[src/rtl/spi_burst_mem_slave_pkg.sv]
// Shared opcodes, FSM states and status bit positions for the SPI burst memory slave.
// Latency: n/a (declarations only).
// Backpressure: n/a (declarations only).
package spi_mem_pkg;

  localparam logic [2:0] OP_WR_ADDR   = 3'b000;
  localparam logic [2:0] OP_WR_DATA   = 3'b001;
  localparam logic [2:0] OP_RD_ADDR   = 3'b010;
  localparam logic [2:0] OP_RD_DATA   = 3'b011;
  localparam logic [2:0] OP_RD_STATUS = 3'b100;

  localparam int ST_WWRAP = 0;
  localparam int ST_RWRAP = 1;
  localparam int ST_BADOP = 2;
  localparam int ST_ABORT = 3;

  typedef enum logic [2:0] {
    IDLE, CMD, ADDR, WDATA, TURN, RDATA, STAT, DROP
  } state_t;

  function automatic int max_int(input int a, input int b);
    return (a > b) ? a : b;
  endfunction

  // Opcodes 101..111 are undefined and send the frame to DROP.
  function automatic logic op_known(input logic [2:0] op);
    return (op <= OP_RD_STATUS);
  endfunction

endpackage

[src/rtl/spi_burst_mem_slave_if.sv]
// SPI pin bundle between a master and the burst memory slave.
// Latency: n/a (wires only).
// Backpressure: none; SS_n framing is the only flow control on the link.
interface spi_burst_mem_slave_if;
  logic SS_n;
  logic MOSI;
  logic MISO;
  logic miso_oe;
  logic busy;

  modport slave  (input SS_n, MOSI, output MISO, miso_oe, busy);
  modport master (output SS_n, MOSI, input MISO, miso_oe, busy);
endinterface

[src/rtl/spi_burst_mem_slave_ram.sv]
// Simple dual-port word memory: one write port, one synchronous read port.
// Latency: write lands on the enabled edge; read data is valid one edge after the address.
// Backpressure: none; both ports accept an access every cycle.
module spi_mem_ram #(
  parameter int ADDR_W = 8,
  parameter int DATA_W = 8
) (
  input  logic              clk,
  input  logic              wr_en,
  input  logic [ADDR_W-1:0] wr_addr,
  input  logic [DATA_W-1:0] wr_dat,
  input  logic [ADDR_W-1:0] rd_addr,
  output logic [DATA_W-1:0] rd_dat
);

  logic [DATA_W-1:0] mem [0:(1<<ADDR_W)-1];

  // Storage is never reset: contents survive rst_n.
  always_ff @(posedge clk) begin
    if (wr_en) mem[wr_addr] <= wr_dat;
    rd_dat <= mem[rd_addr];
  end

endmodule

[src/rtl/spi_burst_mem_slave.sv]
// SPI mode-0 slave fronting an on-chip memory: address/data bursts, streamed reads, sticky status.
// Latency: write lands one edge after its last bit; read MSB on MISO from payload edge 2 (edge 5).
// Backpressure: none; reads prefetch the next word so the stream never stalls.
module spi_burst_mem_slave
  import spi_mem_pkg::*;
#(
  parameter int ADDR_W   = 8,
  parameter int DATA_W   = 8,
  parameter bit AUTO_INC = 1'b1
) (
  input  logic                 clk,
  input  logic                 rst_n,
  spi_burst_mem_slave_if.slave spi
);

  localparam int MAX_W = max_int(ADDR_W, DATA_W);
  localparam int CNT_W = $clog2(MAX_W) + 1;
  localparam logic [CNT_W-1:0]  CNT_OP2   = CNT_W'(2);
  localparam logic [CNT_W-1:0]  ADDR_LAST = CNT_W'(ADDR_W - 1);
  localparam logic [CNT_W-1:0]  DATA_LAST = CNT_W'(DATA_W - 1);
  localparam logic [CNT_W-1:0]  DATA_DONE = CNT_W'(DATA_W);
  localparam logic [ADDR_W-1:0] PTR_STEP  = ADDR_W'(AUTO_INC);
  localparam logic [ADDR_W-1:0] PTR_MAX   = '1;

  state_t            state;
  logic [CNT_W-1:0]  cnt;
  logic [1:0]        op_hi;
  logic [MAX_W-2:0]  sh_in;
  logic [MAX_W-1:0]  word_in;
  logic [DATA_W-1:0] sh_out;
  logic [DATA_W-1:0] stat_word;
  logic [ADDR_W-1:0] wptr;
  logic [ADDR_W-1:0] rptr;
  logic [3:0]        status;
  logic [3:0]        st_set;
  logic              st_clr;
  logic              wr_pend;
  logic [DATA_W-1:0] wr_dat;
  logic [DATA_W-1:0] ram_q;

  assign word_in   = {sh_in, spi.MOSI};
  assign stat_word = DATA_W'(status);

  // Read port always follows rptr, so the word after the one being shifted is already fetched.
  spi_mem_ram #(.ADDR_W(ADDR_W), .DATA_W(DATA_W)) u_ram (
    .clk     (clk),
    .wr_en   (wr_pend),
    .wr_addr (wptr),
    .wr_dat  (wr_dat),
    .rd_addr (rptr),
    .rd_dat  (ram_q)
  );

  // Status events for this edge; a set on the clearing edge survives the clear.
  always_comb begin
    st_set = '0;
    st_clr = 1'b0;
    if (!spi.SS_n) begin
      if (state == CMD && cnt == CNT_OP2 && !op_known({op_hi, spi.MOSI})) st_set[ST_BADOP] = 1'b1;
      if (state == RDATA && cnt == '0 && AUTO_INC && rptr == PTR_MAX) st_set[ST_RWRAP] = 1'b1;
      if (state == STAT && cnt == DATA_DONE) st_clr = 1'b1;
    end else begin
      if (state == CMD || ((state == ADDR || state == WDATA) && cnt != '0)) st_set[ST_ABORT] = 1'b1;
    end
    if (wr_pend && AUTO_INC && wptr == PTR_MAX) st_set[ST_WWRAP] = 1'b1;
  end

  // Frame FSM with registered pin outputs, pointers and status.
  always_ff @(posedge clk or negedge rst_n) begin
    if (!rst_n) begin
      state    <= IDLE;
      cnt      <= '0;
      op_hi    <= '0;
      sh_in    <= '0;
      sh_out   <= '0;
      wptr     <= '0;
      rptr     <= '0;
      status   <= '0;
      wr_pend  <= 1'b0;
      wr_dat   <= '0;
      spi.MISO    <= 1'b0;
      spi.miso_oe <= 1'b0;
      spi.busy    <= 1'b0;
    end else begin
      wr_pend <= 1'b0;
      status  <= (st_clr ? 4'b0 : status) | st_set;
      // The write queued on the previous edge commits now, even if SS_n has just risen.
      if (wr_pend) wptr <= wptr + PTR_STEP;
      spi.MISO    <= 1'b0;
      spi.miso_oe <= 1'b0;
      if (spi.SS_n) begin
        state    <= IDLE;
        cnt      <= '0;
        spi.busy <= 1'b0;
      end else begin
        spi.busy <= 1'b1;
        unique case (state)
          IDLE: begin
            state <= CMD;
            op_hi <= {1'b0, spi.MOSI};
            cnt   <= CNT_W'(1);
          end
          CMD: begin
            if (cnt != CNT_OP2) begin
              op_hi <= {op_hi[0], spi.MOSI};
              cnt   <= CNT_OP2;
            end else begin
              cnt <= '0;
              case ({op_hi, spi.MOSI})
                OP_WR_ADDR, OP_RD_ADDR: state <= ADDR;
                OP_WR_DATA:             state <= WDATA;
                OP_RD_DATA:             state <= TURN;
                OP_RD_STATUS:           state <= STAT;
                default:                state <= DROP;
              endcase
            end
          end
          ADDR: begin
            sh_in <= word_in[MAX_W-2:0];
            if (cnt == ADDR_LAST) begin
              // op_hi keeps opcode bits [2:1]; bit 1 separates RD_ADDR from WR_ADDR.
              if (op_hi[0]) rptr <= word_in[ADDR_W-1:0];
              else          wptr <= word_in[ADDR_W-1:0];
              state <= DROP;
              cnt   <= '0;
            end else begin
              cnt <= cnt + CNT_W'(1);
            end
          end
          WDATA: begin
            sh_in <= word_in[MAX_W-2:0];
            if (cnt == DATA_LAST) begin
              wr_pend <= 1'b1;
              wr_dat  <= word_in[DATA_W-1:0];
              cnt     <= '0;
            end else begin
              cnt <= cnt + CNT_W'(1);
            end
          end
          TURN: state <= RDATA;
          RDATA: begin
            spi.miso_oe <= 1'b1;
            if (cnt == '0) begin
              spi.MISO <= ram_q[DATA_W-1];
              sh_out   <= {ram_q[DATA_W-2:0], 1'b0};
              rptr     <= rptr + PTR_STEP;
              cnt      <= CNT_W'(1);
            end else begin
              spi.MISO <= sh_out[DATA_W-1];
              sh_out   <= sh_out << 1;
              cnt      <= (cnt == DATA_LAST) ? '0 : cnt + CNT_W'(1);
            end
          end
          STAT: begin
            if (cnt == DATA_DONE) begin
              state <= DROP;
              cnt   <= '0;
            end else begin
              spi.miso_oe <= 1'b1;
              if (cnt == '0) begin
                spi.MISO <= stat_word[DATA_W-1];
                sh_out   <= {stat_word[DATA_W-2:0], 1'b0};
              end else begin
                spi.MISO <= sh_out[DATA_W-1];
                sh_out   <= sh_out << 1;
              end
              cnt <= cnt + CNT_W'(1);
            end
          end
          DROP: state <= DROP;
          default: state <= IDLE;
        endcase
      end
    end
  end

endmodule

[src/flat_wrapper.sv]
// flat-port wrapper written by rule: the top's interface ports become plain ports
module spi_burst_mem_slave_flat import spi_mem_pkg::*;
#(
  parameter int ADDR_W   = 8,
  parameter int DATA_W   = 8,
  parameter bit AUTO_INC = 1'b1
)
  (clk, rst_n, spi_SS_n, spi_MOSI, spi_MISO, spi_miso_oe, spi_busy);
  spi_burst_mem_slave_if spi_i ();
  input  logic clk;
  input  logic rst_n;
  input wire logic [$bits(spi_i.SS_n)-1:0] spi_SS_n;
  input wire logic [$bits(spi_i.MOSI)-1:0] spi_MOSI;
  output wire logic [$bits(spi_i.MISO)-1:0] spi_MISO;
  output wire logic [$bits(spi_i.miso_oe)-1:0] spi_miso_oe;
  output wire logic [$bits(spi_i.busy)-1:0] spi_busy;
  assign spi_i.SS_n = spi_SS_n;
  assign spi_i.MOSI = spi_MOSI;
  assign spi_MISO = spi_i.MISO;
  assign spi_miso_oe = spi_i.miso_oe;
  assign spi_busy = spi_i.busy;
  spi_burst_mem_slave #(.ADDR_W(ADDR_W), .DATA_W(DATA_W), .AUTO_INC(AUTO_INC)) u_core (.clk(clk), .rst_n(rst_n), .spi(spi_i));
endmodule
[config.mk]
export PLATFORM = sky130hd
export DESIGN_NAME = spi_burst_mem_slave_flat
export DESIGN_NICKNAME = d
export VERILOG_FILES = /design/src/rtl/spi_burst_mem_slave_pkg.sv /design/src/rtl/spi_burst_mem_slave_if.sv /design/src/rtl/spi_burst_mem_slave_ram.sv /design/src/rtl/spi_burst_mem_slave.sv /design/src/flat_wrapper.sv
export SDC_FILE = /design/constraint.sdc
export NUM_CORES = 2
export LEC_CHECK = 0
export CAP_MARGIN = 20
export CORE_UTILIZATION = 39
export CTS_BUF_LIST = sky130_fd_sc_hd__clkbuf_2 sky130_fd_sc_hd__clkbuf_4 sky130_fd_sc_hd__clkbuf_8
export DETAILED_ROUTE_END_ITERATION = 12
export GPL_TIMING_DRIVEN = 1
export SYNTH_ARGS = -nofsm -noshare
export SYNTH_HDL_FRONTEND = slang
export SYNTH_SLANG_ARGS = --single-unit
[constraint.sdc]
create_clock -name clk -period 4.15 [get_ports clk]
set_input_delay 0.83 -clock clk [delete_from_list [all_inputs] [get_ports clk]]
set_output_delay 0.83 -clock clk [all_outputs]
set_load 0.03 [all_outputs]
Word level (Yosys, flattened, before mapping)
Memory sizes are Yosys's and may differ from the RTL's. A register that Yosys moved wholly into a read port is not among the register bits.
Index checks and enable logic that the tools add are counted.

storage, ports and cells
  latch bits = 0
  register bits after elaboration = 56
  bits in writable memories = 2048
  bits in read-only memories = 0
  bits of input ports = 4
  output and inout port bits = 3
  memories kept = 1

memory list
  name              depth  bits a word  read ports  clocked after Yosys merged registers in  write ports  line                           source
  u_core.u_ram.mem  256    8            1           1                                        1            spi_burst_mem_slave_ram.sv:16  logic [DATA_W-1:0] mem [0:(1<<ADDR_W)-1];

cells by class
  shift-type cells = 0
  multiply operators = 0
  divide/modulo/power cells = 0
  magnitude comparators = 1
  muxes and demuxes = 50
  bitwise gates (word level) = 2
  add/subtract/negate cells = 3
  equality and inequality tests = 25
  reductions and logical operators = 27

operator list
  cell                                           number
  two-way mux 8 bit                              11
  one-hot mux 8 bit (2 select lines)             2
  two-way mux 4 bit                              5
  one-hot mux 4 bit (5 select lines)             1
  two-way mux 1 bit                              19
  one-hot mux 3 bit (6 select lines)             1
  adder 8 x 1 -> 8 bit, second input constant    2
  == test 8 bit, second input constant           2
  == test 3 bit, second input constant           5
  == test 3 x 2 -> 1 bit, second input constant  4
  two-way mux 3 bit                              4
  one-hot mux 3 bit (4 select lines)             1
  inequality test 3 bit, second input constant   3
  AND reduction 3 bit                            3
  inequality test 2 bit, second input constant   4
  logical AND 1 bit                              7
  nonzero test 7 bit                             1
  == test 3 x 1 -> 1 bit, second input constant  2
  logical NOT 3 bit                              2
  two-way mux 2 bit                              3
  nonzero test 2 bit                             3
  nonzero test 6 bit                             1
  AND reduction 5 bit                            1
  adder 4 x 1 -> 4 bit, second input constant    1
  17 further kinds                               20

Logic depth before layout (Yosys ltp)
  depth after elaboration = 7
  depth in mapped cells = 11
  depth with buffers taken out = 8

Hierarchy
From an unflattened synthesis, not the netlist that was laid out.

second synthesis, totals
  cells, all modules = 4021
  area, all modules = 82530.4 µm²

modules (own cells, without submodules)
  module               instances  area each (µm²)  seq. area each (µm²)  cells an instance
  spi_mem_ram          1          79556.3          61659.1               3733
  spi_burst_mem_slave  1          2974.1           1376.3                288

Worst setup path after synthesis
Ideal clock, no wire load.

  path type = reg2reg
  from = register u_core.wr_dat[0]
  to = memory u_core.u_ram.mem[0][0], data pin
  data arrival time = 3.179 ns
  path buffers = 0
  cell stages (with the launch flop) = 1
  slack = 0.168 ns
  period minus slack after synthesis = 3.982 ns
  cells stage by stage = dfrtp_1

RTL lines
  item                      line                           source
  start: declaration        spi_burst_mem_slave.sv:38      logic [DATA_W-1:0] wr_dat;
  start signal: assignment  spi_burst_mem_slave.sv:134     wr_dat <= word_in[DATA_W-1:0];
  end: declaration          spi_burst_mem_slave_ram.sv:16

No word-level cell before the write port.

==> impl_metrics.json <==
{
  "outcome": "finished, final reports clean",
  "grt_pass1_vias": 41870,
  "holdWs_ps": 219.3,
  "die_w_um": 460.8,
  "gr-total-overflow": 0,
  "drtPass1Iterations": 5,
  "cts.htree.levels": 5,
  "grt_max_degree": 121,
  "cts.sinks": 2111,
  "async_reset_ff_frac": 0.02605,
  "cts.path.max_buffers": 4,
  "syn_area_per_cell_um2": 20.59,
  "cp.required_ps": 5050,
  "synth_flop_cell": "edfxtp_1",
  "hold_class": "primary input to async pin",
  "yosys_warnings": 0,
  "postSynthCellCount": 3987,
  "gp_congestion": 0.8455,
  "start_kind": "flop",
  "synth-edff-count": 2048,
  "num_vias": 41130,
  "ys_seq_area_frac": 0.7679,
  "core_area_um2": 209400,
  "path_class": "flop to flop",
  "maxSlewViolCount": 0,
  "num_io_pins": 7,
  "cp_max_fo": 32,
  "synth_area_um2": 82080,
  "cts.clk_slew.worst_paths_ps": 60,
  "drc": 0,
  "p_total_mw": 49.27,
  "irDropWorstVdd_mv": 0.3855,
  "post-route-util": 0.4428,
  "cts-root-buf": "clkbuf_8",
  "portBuffers": 6,
  "crit_arrival_ps": 4820,
  "cts_tree": "done",
  "fin_crit_ps": 3921,
  "slew_headroom": 0.2102,
  "placed_cells": 6739,
  "grt_usage": 0.1944,
  "ctsResizeCount": 0,
  "cp-end-kind": "flop",
  "final_cells": 7335,
  "worst_pin_slew_ps": 1185,
  "dieArea_um2": 212300,
  "holdBufCountCts": 1,
  "maxCapViolCount": 0,
  "setup_violations": 0,
  "fin_skew_ps": 68.33,
  "leakage_nw": 26.62,
  "drtIter0Drc": 4300,
  "nNetsFinal": 4299,
  "routed_via_density": 5.607,
  "postCtsSetupRepairBufs": 0,
  "clk_latency_ps": 1050,
  "numCtsBuffers": 348,
  "grt_pass1_wl_mm": 298.8,
  "ant_nets": 0,
  "initial_utilization": 0.3921,
  "avgRoutedWirePerCell_um": 28.05,
  "rsz0062_at_grt": "false",
  "finalCritPeriodShare": 0.9447,
  "clock.fmax_ghz": 0.2551,
  "antenna_found_initial": 3,
  "final_hold_viol_count": 0,
  "die_y_um": 460.8,
  "tns_ps": 0,
  "dp_hpwl_mm": 125.1,
  "syn_to_final_growth_pct": 12.94,
  "synth.net_count": 3999,
  "num_rows": 168,
  "ys_ff_latch": 2111,
  "powerDensity_nw_per_um2": 531.4,
  "drive_above_1_share": 0.2700,
  "finalWirelength_mm": 205.8,
  "synth_cell_types": 59
}
-- power by group --
| group | switching [mW] | internal, mW | leakage, nW |
|---|---|---|---|
| combinational | 5.14 | 3.25 | 5.21 |
| sequential | 0.418 | 23.1 | 18.0 |
| clock | 8.02 | 9.30 | 3.42 |
-- worst paths after layout --
check | slack, ps | cells past startpoint | from | endpoint
worst max-delay path | 230 | 8 | u_core.rptr[0]$_DFFE_PN0P_ | u_core.u_ram.rd_dat[2]$_DFF_P_
worst min-delay path | 220 | 2 | rst_n | u_core.cnt[0]$_DFFE_PN0P_
worst max register to register | 230 | 8 | u_core.rptr[0]$_DFFE_PN0P_ | u_core.u_ram.rd_dat[2]$_DFF_P_
worst min register to register | 480 | 2 | u_core.status[1]$_DFF_PN0_ | u_core.status[1]$_DFF_PN0_
max in group asynchronous | 3210 | 4 | rst_n | u_core.wr_dat[0]$_DFFE_PN0P_
min in group clk | 480 | 2 | u_core.status[1]$_DFF_PN0_ | u_core.status[1]$_DFF_PN0_
-- cell usage in the layout (no fill, tap or decap), types with 44 or more instances in the layout --
cell / n
clkbuf_4: 115
mux4_2: 459
a22oi_1: 120
clkbuf_8: 355
nor3_1: 48
o22ai_1: 61
edfxtp_1: 2048
buf_4: 148
mux2i_1: 150
nand2_1: 71
dfrtp_1: 44
clkinv_1: 73
nor2_1: 277
a21oi_1: 88
-- cells by family (layout without fill, tap and decap cells) --
logic type / after synthesis / after routing / synth area share
other: 0 / 4 / 0
adder cells (fa/ha/maj): 8 / 8 / 0.001219
buffers and inverters: 252 / 791 / 0.01739
XOR/XNOR: 7 / 7 / 0.0007469
flip-flops: 2111 / 2111 / 0.7679
AND/OR/NAND/NOR: 558 / 558 / 0.03076
multiplexers: 629 / 629 / 0.1470
AO/OA/AOI/OAI: 422 / 422 / 0.03497
-- synth_stat cells (all sizes together) (2+ instances only) --
cell type | instances | area, um^2
o22ai | 61 | 381.6
xor2 | 6 | 52.55
edfxtp | 2048 | 61500
nor4 | 21 | 131.4
a211o | 2 | 17.52
o32ai | 5 | 43.79
mux4 | 459 | 10340
nor2 | 279 | 1047
o221ai | 6 | 52.55
o41ai | 2 | 17.52
mux2i | 150 | 1501
nor3b | 3 | 22.52
and2 | 7 | 43.79
and3 | 5 | 31.28
dfxtp | 8 | 160.2
a21oi | 88 | 440.4
inv | 8 | 30.03
buf | 145 | 1025
ha | 8 | 100.1
nand3b | 3 | 22.52
nor2b | 39 | 244.0
or3b | 3 | 26.28
a221oi | 16 | 140.1
a32oi | 5 | 43.79
a31oi | 9 | 56.30
dfrtp | 55 | 1376
nand4 | 7 | 43.79
a211oi | 42 | 315.3
and3b | 2 | 17.52
clkbuf | 99 | 372.9
mux2 | 20 | 225.2
a22oi | 120 | 900.9
nand2b | 14 | 87.58
a21o | 7 | 52.55
o2111ai | 2 | 17.52
nor3 | 48 | 240.2
or2 | 7 | 43.80
o21ai | 29 | 145.1
nand2 | 71 | 266.5
a22o | 22 | 192.7
nand3 | 45 | 225.2
-- flip-flops by register name (all words and copies together), names as in the netlist, 7 cells and up --
| name | flops |
|---|---|
| u_core.sh_out | 7 |
| u_core.wr_dat | 8 |
| u_core.rptr | 8 |
| u_core.sh_in | 7 |
| u_core.wptr | 8 |
| u_core.u_ram.rd_dat | 8 |
| u_core.u_ram.mem | 2048 |
-- metal layers --
layer | GRT usage | wire length [um]
met1 | 0.2719 | 87520
met2 | 0.3076 | 98820
met3 | 0.04299 | 14920
met4 | 0.05062 | 4526
met5 | 0 | 0
-- layout make-up --
class	instances	area (um^2)
antenna	4	10.01
clock buffer	470	5749
clock inverter	119	684.4
fill	17940	116700
inverter	8	30.03
multi-input combinational	1624	17710
sequential	2111	63080
tap	2805	3510
timing repair buffer	194	1937
-- critical path, stage by stage, from the launching register on --
cell and delay [ps]:
dfrtp_4 680, buf_12 230, buf_12 270, mux4_2 540
a22o_1 260, nor2_1 430, o32ai_1 380, o32ai_1 790
nor3_1 120
-- metrics by stage --
stage	instance area (um^2)	setup WS [ps]
floorplan	82080	167.7
global placement	86130	360.7
detailed placement	86210	331.5
CTS	92650	338.0
global route	92710	284.8
finish	92710	229.4
Power figures use the tool's default switching activity.
